[config.mk]
export PLATFORM = sky130hd
export DESIGN_NAME = seg7_scan_controller
export DESIGN_NICKNAME = d
export VERILOG_FILES = /design/src/rtl/seg7_scan_controller.sv
export SDC_FILE = /design/constraint.sdc
export NUM_CORES = 1
export LEC_CHECK = 0
export ABC_AREA = 1
export CORE_UTILIZATION = 50
export CTS_CLUSTER_DIAMETER = 50
export DETAILED_ROUTE_END_ITERATION = 8
export PLACE_DENSITY = 0.74
export SLEW_MARGIN = 20
export SYNTH_ARGS = -nofsm -noshare
export SYNTH_HDL_FRONTEND = slang
export SYNTH_SLANG_ARGS = --single-unit
[constraint.sdc]
create_clock -name clk -period 2.2 [get_ports clk]
set_input_delay 0.33 -clock clk [delete_from_list [all_inputs] [get_ports clk]]
set_output_delay 0.33 -clock clk [all_outputs]
set_load 0.02 [all_outputs]
[src/rtl/seg7_scan_controller.sv]
// Four-digit multiplexed hex display driver: active-high digit enables, active-low segments,
// per-slot blanking guard and a frame-synchronous double-buffered value.
module seg7_scan_controller #(
    parameter int TICK_DIV  = 50000,
    parameter int BLANK_CYC = 500
) (
    input  logic        clk,
    input  logic        rst,
    input  logic        load,
    input  logic [15:0] value,
    input  logic [3:0]  digit_en,
    input  logic        colon_in,
    output logic        dig3,
    output logic        dig2,
    output logic        dig1,
    output logic        dig0,
    output logic        a,
    output logic        b,
    output logic        c,
    output logic        d,
    output logic        e,
    output logic        f,
    output logic        g,
    output logic        colon,
    output logic        pending,
    output logic        frame_done
);
    localparam int CW = (TICK_DIV > 2) ? $clog2(TICK_DIV) : 1;
    localparam logic [CW-1:0] CNT_LAST = CW'(TICK_DIV - 1);
    localparam logic [CW-1:0] CNT_SHOW = CW'(BLANK_CYC);

    typedef enum logic {BLANK, SHOW} phase_t;

    phase_t        phase, phase_next;
    logic [CW-1:0] cnt, cnt_next;
    logic [1:0]    idx, idx_next;
    logic          slot_end, frame_end;

    logic [15:0] act_val, shd_val;
    logic [3:0]  act_en, shd_en;
    logic        act_colon, shd_colon;

    logic [3:0]  dig_q, dig_next;
    logic [6:0]  seg_q, seg_next;
    logic        colon_q, colon_next;

    // Segment order {a,b,c,d,e,f,g}, 0 = segment lit.
    function automatic logic [6:0] hex7(input logic [3:0] n);
        case (n)
            4'h0: hex7 = 7'b0000001;
            4'h1: hex7 = 7'b1001111;
            4'h2: hex7 = 7'b0010010;
            4'h3: hex7 = 7'b0000110;
            4'h4: hex7 = 7'b1001100;
            4'h5: hex7 = 7'b0100100;
            4'h6: hex7 = 7'b0100000;
            4'h7: hex7 = 7'b0001111;
            4'h8: hex7 = 7'b0000000;
            4'h9: hex7 = 7'b0000100;
            4'hA: hex7 = 7'b0001000;
            4'hB: hex7 = 7'b1100000;
            4'hC: hex7 = 7'b0110001;
            4'hD: hex7 = 7'b1000010;
            4'hE: hex7 = 7'b0110000;
            default: hex7 = 7'b0111000;
        endcase
    endfunction

    always_comb begin
        slot_end   = (cnt == CNT_LAST);
        frame_end  = slot_end && (idx == 2'd3);
        cnt_next   = cnt + 1'b1;
        idx_next   = idx;
        phase_next = phase;
        if (slot_end) begin
            cnt_next = '0;
            idx_next = idx + 2'd1;
        end
        case (phase)
            BLANK:   if (!slot_end && cnt_next >= CNT_SHOW) phase_next = SHOW;
            default: if (slot_end) phase_next = BLANK;
        endcase
    end

    // Outputs are computed from the next slot state so they land in a register on the
    // same edge the counter moves; active data only changes on a boundary, which is BLANK.
    always_comb begin
        dig_next   = 4'b0000;
        seg_next   = 7'h7F;
        colon_next = 1'b1;
        if (phase_next == SHOW) begin
            if (act_en[idx_next]) dig_next = 4'b0001 << idx_next;
            seg_next   = hex7(act_val[{idx_next, 2'b00} +: 4]);
            colon_next = ~act_colon;
        end
    end

    always_ff @(posedge clk or posedge rst) begin
        if (rst) begin
            phase <= BLANK;
            cnt   <= '0;
            idx   <= 2'd0;
        end else begin
            phase <= phase_next;
            cnt   <= cnt_next;
            idx   <= idx_next;
        end
    end

    always_ff @(posedge clk or posedge rst) begin
        if (rst) begin
            act_val    <= '0;
            act_en     <= '0;
            act_colon  <= 1'b0;
            shd_val    <= '0;
            shd_en     <= '0;
            shd_colon  <= 1'b0;
            pending    <= 1'b0;
            frame_done <= 1'b0;
            dig_q      <= 4'b0000;
            seg_q      <= 7'h7F;
            colon_q    <= 1'b1;
        end else begin
            frame_done <= frame_end;
            dig_q      <= dig_next;
            seg_q      <= seg_next;
            colon_q    <= colon_next;
            if (frame_end) begin
                // A load on the boundary edge bypasses the shadow entirely.
                if (load) begin
                    act_val   <= value;
                    act_en    <= digit_en;
                    act_colon <= colon_in;
                    pending   <= 1'b0;
                end else if (pending) begin
                    act_val   <= shd_val;
                    act_en    <= shd_en;
                    act_colon <= shd_colon;
                    pending   <= 1'b0;
                end
            end else if (load) begin
                shd_val   <= value;
                shd_en    <= digit_en;
                shd_colon <= colon_in;
                pending   <= 1'b1;
            end
        end
    end

    assign {dig3, dig2, dig1, dig0} = dig_q;
    assign {a, b, c, d, e, f, g}    = seg_q;
    assign colon                    = colon_q;
endmodule

==> out/results.tsv, run 1 <==
stage	metric	value	unit
route	drcViolationCount	0	
layout	mostFrequentLayoutCells	nand2_1 (113), dfrtp_1 (66), inv_1 (63), nor2_1 (49), clkdlybuf4s50_1 (37)	
cts	clock_sinks	75	
die	start_util	0.5216	
placement	gp_congestion	0.8682	
yosys	synth-edff-count	0	
hold_path	hp-class	in -> async	
pwr	p_leak	2.508	nW
cts	cts-root-buf	clkbuf_8	
yosys	seq_area_frac_synth	0.4633	
sta	timing.final.max_slew_violations	0	
global_routing	grt_util_all_layers	0.2229	
route	dr.pass1.iters	4	
global_routing	grt_pass1_wl	14.92	mm
route	detail_route.wl_per_cell	12.88	um
placement	port_buffers	37	
die	design.core.area	0.007807	mm^2
job	drv_cap	0	
cts	cts_tree	built	
layout	final_common_cell	nand2_1	
global_routing	antenna_found_initial	0	
global_routing	grt.overflow.total	0	
die	dieWidth	92.25	um
layout	drive_gt1_frac	0.2461	
layout	layout.nets	608	
global_routing	grt_start_max_net_pins	43	
sta	period_minus_slack	2.219	ns
sta	fin_ws	-0.01874	ns
layout	diodes	0	
cts	cts_buffers	9	
yosys	synth_ff_type	dfrtp_1	
placement	place_hpwl	6.391	mm
layout	fin_area	0.005205	mm^2
setup_path	critPathKind	reg -> reg	
yosys	async_flop_share	1.000	
setup_path	path_max_fanout	6	
die	die_h	92.25	um
yosys	synth_area	0.004073	mm^2
yosys	synth_nets	542	
layout	area_delta_synth_final	27.80	%
placement	place_ws	0.01818	ns
setup_path	worstPathArrival	2.51	ns
setup_path	crit_path_end_kind	flop	
global_routing	grt_pass1_vias	3347	
setup_path	startpoint_type	flop	
yosys	synth.avg_cell_area	7.986	um^2
sta	relSlewSlack	0.7041	
yosys	ys_types	32	
route	ant_nets	0	
die	dieArea	0.008510	mm^2
cts	hold_buffers	0	
status	violations	setup timing	
yosys	yosysWarnings	0	
sta	worst_pin_slew	0.4429	ns
yosys	synth-seq-cells	75	
status	status	finished with violations	
cts	clk_pin_slew	0.09	ns
route	vias_per_cell	5.000	
route	wl	8.797	mm
cts	clkLatencyLatePin	0.36	ns
cts	cts_max_path_buffers	2	
pwr	pwr_density_cell	560.3	mW/mm^2
sta	clock.fmax	450.7	MHz
die	rows	32	
pwr	ir_drop	359.2	uV
route	drt_iter0_drc	121	
die	io_pins	38	
yosys	synthesis.instances	510	
sta	clock_skew	0.008042	ns
sta	finalSetupViolCount	2	
sta	rsz0062_at_grt	yes	
placement	placed_area	0.004727	mm^2
sta	fin_crit_sh	1.009	
route	vias	3415	
setup_path	required	2.49	ns
sta	hold_viol	0	
cts	cts_htree_levels	3	
## metal layers
metal / part of all wire / GRT usage
met3: 0.033 / 0.03566
met1: 0.44 / 0.2845
met2: 0.49 / 0.3738
met4: 0.030 / 0.09766
met5: 0 / 0
## where the power goes
group	internal, mW	switching, mW
sequential	1.44	0.0351
clock	0.557	0.592
combinational	0.133	0.161
total	2.13	0.788
## cell type report
type / count / area (um^2)
multi-input combinational: 350 / 2016
timing repair buffer: 68 / 673.1
fill: 659 / 2603
sequential: 75 / 1888
tap: 102 / 127.6
clock buffer: 9 / 123.9
inverter: 72 / 281.5
clock inverter: 7 / 95.09
## through the flow
step	instances	power, mW	hold slack, ns	utilization	setup TNS [ns]
global route	683	3.046	0.3535	0.6667	-0.6662
finish	683	2.917	0.3251	0.6667	-0.01934
floorplan	510	1.657	0.3760	-	0
global placement	657	1.763	0.4240	0.6054	0
detailed placement	657	1.771	0.4249	0.6054	0
CTS	673	2.919	0.3264	0.6335	0
## cell usage after synthesis, types with 2 or more instances
cell type | count | share of area
nand2_1 | 123 | 0.11
dfrtp_1 | 67 | 0.41
inv_1 | 66 | 0.061
nor2_1 | 51 | 0.047
nand3_1 | 39 | 0.048
o21ai_0 | 35 | 0.043
nand2_2 | 21 | 0.032
a21oi_1 | 15 | 0.018
nor2_4 | 11 | 0.030
dfstp_2 | 8 | 0.052
ha_1 | 8 | 0.025
buf_2 | 6 | 0.0074
nor2_2 | 6 | 0.0092
o211ai_1 | 6 | 0.011
inv_2 | 5 | 0.0046
nand2_4 | 5 | 0.014
nand4_1 | 5 | 0.0077
clkbuf_1 | 4 | 0.0037
mux2_2 | 4 | 0.011
mux2i_1 | 4 | 0.0098
nand3b_1 | 4 | 0.0074
nand3_2 | 3 | 0.0074
o21bai_1 | 3 | 0.0055
nor3_2 | 2 | 0.0049
or2_2 | 2 | 0.0031
## flip-flops by register name, summed over array words and instances, names as in the netlist, 2 cells and up
register	cells
act_en	4
dig_q	4
shd_val	16
shd_en	4
idx	2
act_val	16
seg_q	7
cnt	16
## what timing repair did
action	4_1_cts	5_1_grt
buffers inserted	0	10
gates resized for setup	0	44
endpoints found under the setup margin	0	24
## critical path: stages (launching register included)
cell and delay [ns]:
dfrtp_1 0.38, ha_2 0.22, nand3_4 0.10, nor2_4 0.18, nand3b_1 0.17, nand2_4 0.15
nor2_4 0.05, nand2_2 0.05, nand2_2 0.06, nor2_4 0.24, inv_4 0.08, ha_4 0.16
nand3b_1 0.17, nand3_2 0.08, nand3_2 0.06
## worst paths after layout
check                      startpoint       end  slack [ns]  cells after the start
min                               rst    cnt[2]        0.33                      2
min in group clk            act_colon     colon        0.43                      1
min reg2reg                 act_colon     colon        0.43                      1
max                            cnt[0]  seg_q[6]       -0.02                     14
max in group asynchronous         rst  seg_q[1]        1.34                      3
max reg2reg                    cnt[0]  seg_q[6]       -0.02                     14
## cell families after synthesis
logic type / share of synthesized area
fa+ha+maj: 0.02458
mux: 0.02089
flops: 0.4633
buf+inv: 0.08326
simple gates: 0.3244
xor+xnor: 0.002151
compound gates: 0.08141
(Power assumes the default switching activity.)
==> inputs of run 2 (changes only) <==
Settings changed: ABC_CLOCK_PERIOD_IN_PS set to 2420, PLACE_DENSITY 0.74 to 0.71.
Clock period 2.2 ns to 2.42 ns, I/O delays scaled along.
==> out/results.tsv, run 2 (synthesized netlist as in run 1, its figures left out) <==
stage	metric	value	unit
route	dr.pass1.iters	5	
setup_path	critPathMostFrequentCell	nand3_1	
placement	port_buffers	37	
setup_path	crit_slowest_cell	dfrtp_1	
sta	fin_crit_sh	0.9213	
die	rows	32	
pwr	switching_share	0.2741	
route	drt_iter0_drc	179	
route	drcViolationCount	0	
setup_path	startpoint_type	flop	
global_routing	antenna_found_initial	0	
layout	largestRegisters	act_val x16, cnt x16, shd_val x16	
job	drv_cap	0	
route	wl_met2	3.878	mm
layout	final_common_cell	nand2_1	
hold_path	hp-class	in -> async	
die	dieWidth	92.25	um
layout	diodes	0	
setup_path	worstPathArrival	2.52	ns
global_routing	grt_start_max_net_pins	76	
cts	cts-root-buf	clkbuf_8	
layout	mostFrequentLayoutCells	nand2_1 (123), inv_1 (65), dfrtp_1 (64), nor2_1 (50), nand3_1 (38)	
setup_path	cpPeakStageDelay	0.41	ns
route	detail_route.wl_per_cell	12.25	um
pwr	p_clk_frac	0.365	
sta	hold_viol	0	
sta	worst_pin_slew	0.4879	ns
sta	period_minus_slack	2.229	ns
cts	cts_max_path_buffers	2	
setup_path	critPathKind	reg -> reg	
pwr	p_leak	2.348	nW
die	design.core.area	0.007807	mm^2
global_routing	grt_util_all_layers	0.2130	
sta	relSlewSlack	0.6737	
route	wl_met1	3.770	mm
pwr	p_comb_frac	0.093	
sta	clock_skew	0.009587	ns
setup_path	required	2.71	ns
pwr	pwr-share-seq	0.541	
global_routing	grt_pass1_vias	3190	
layout	drive_gt1_frac	0.1821	
die	io_pins	38	
layout	area_delta_synth_final	18.40	%
global_routing	grt_pass1_wl	14.11	mm
layout	fin_util	0.6176	
pwr	pwr_density_cell	512.6	mW/mm^2
pwr	power.net_switching	677.6	uW
setup_path	path_max_fanout	7	
cts	clkLatencyLatePin	0.36	ns
pwr	p_int	1.794	mW
setup_path	crit_path_end_kind	flop	
sta	setup_tns	0	ns
placement	place_hpwl	5.725	mm
status	status	complete, no violations	
route	vias	3268	
route	wl	8.110	mm
die	die_h	92.25	um
cts	cts_htree_levels	3	
route	wl_met3	328	um
layout	layout.nets	587	
cts	clock_sinks	75	
sta	timing.final.max_slew_violations	0	
placement	gp_congestion	0.8650	
route	vias_per_cell	4.937	
route	highest_layer	met4	
die	start_util	0.5216	
sta	finalSetupViolCount	0	
global_routing	grt.overflow.total	0	
die	dieArea	0.008510	mm^2
pwr	ir_drop	314.5	uV
route	ant_nets	0	
cts	cts_tree	built	
cts	clk_pin_slew	0.09	ns
setup_path	crit_chain	ha_4 -> nand3_2 -> nor2_4 -> nand2_4 -> nand2_2 -> nand2_4 -> nand3_1 -> nand2_2 -> nor2_4 -> inv_1 -> ha_1 -> nand3b_1 -> nand3_1 -> nand3_1	
sta	clock.fmax	448.5	MHz
cts	cts_buffers	9	
run 2: worst max-delay path, delay by kind of cell (launching register included):
family,cells,cell delay (ns)
buffers and inverters,1,0.10
DFF,1,0.41
adders and majority gates,2,0.37
and+or+nand+nor,11,1.26
run 2: through the flow:
step / area, um^2 / power [mW] / std cells / hold WS, ns / setup WS (ns)
floorplan: 4073 / 1.506 / 510 / 0.3760 / 0.1603
finish: 4822 / 2.472 / 662 / 0.4125 / 0.1905
CTS: 4753 / 2.503 / 657 / 0.4197 / 0.02139
global placement: 4566 / 1.589 / 641 / 0.4173 / 0.1463
detailed placement: 4566 / 1.593 / 641 / 0.4322 / -0.01114
global route: 4822 / 2.593 / 662 / 0.4444 / -0.0005962
run 2: power by group through the flow:
stage | Combinational [mW] | Sequential, mW | Clock (mW)
after global placement | 0.226 | 1.36 | 0
after detailed placement | 0.231 | 1.36 | 0
after global routing | 0.269 | 1.35 | 0.979
final | 0.231 | 1.34 | 0.903
after floorplan | 0.154 | 1.35 | 0
after CTS | 0.232 | 1.34 | 0.933
run 2: what timing repair did:
item,4_1_cts,5_1_grt
setup endpoints to repair,2,7
hold buffers,0,0
setup buffers,0,5
gates resized for setup,1,9
cloned,0,0
pin swaps,0,3
run 2: final timing paths:
| check | from | cells past startpoint | slack [ns] | endpoint |
|---|---|---|---|---|
| max | cnt[0] | 14 | 0.19 | seg_q[6] |
| min | rst | 3 | 0.41 | shd_en[3] |
| max reg2reg | cnt[0] | 14 | 0.19 | seg_q[6] |
| min reg2reg | act_colon | 1 | 0.44 | colon |
| max in group asynchronous | rst | 3 | 1.66 | seg_q[4] |
| min in group clk | act_colon | 1 | 0.44 | colon |
run 2: cell type report:
class | instances | area, um^2
Clock buffer | 9 | 123.9
Clock inverter | 7 | 58.81
Fill cell | 675 | 2985
Inverter | 72 | 271.5
Multi-Input combinational cell | 350 | 1882
Sequential cell | 75 | 1891
Tap cell | 102 | 127.6
Timing Repair Buffer | 47 | 467.9
run 2: metal layers:
| metal | vias up | track usage |
|---|---|---|
| met5 | - | 0 |
| met4 | 0 | 0.08333 |
| met3 | 13 | 0.05390 |
| met2 | 69 | 0.3501 |
| met1 | 1491 | 0.2687 |
| li1 | 1695 | - |
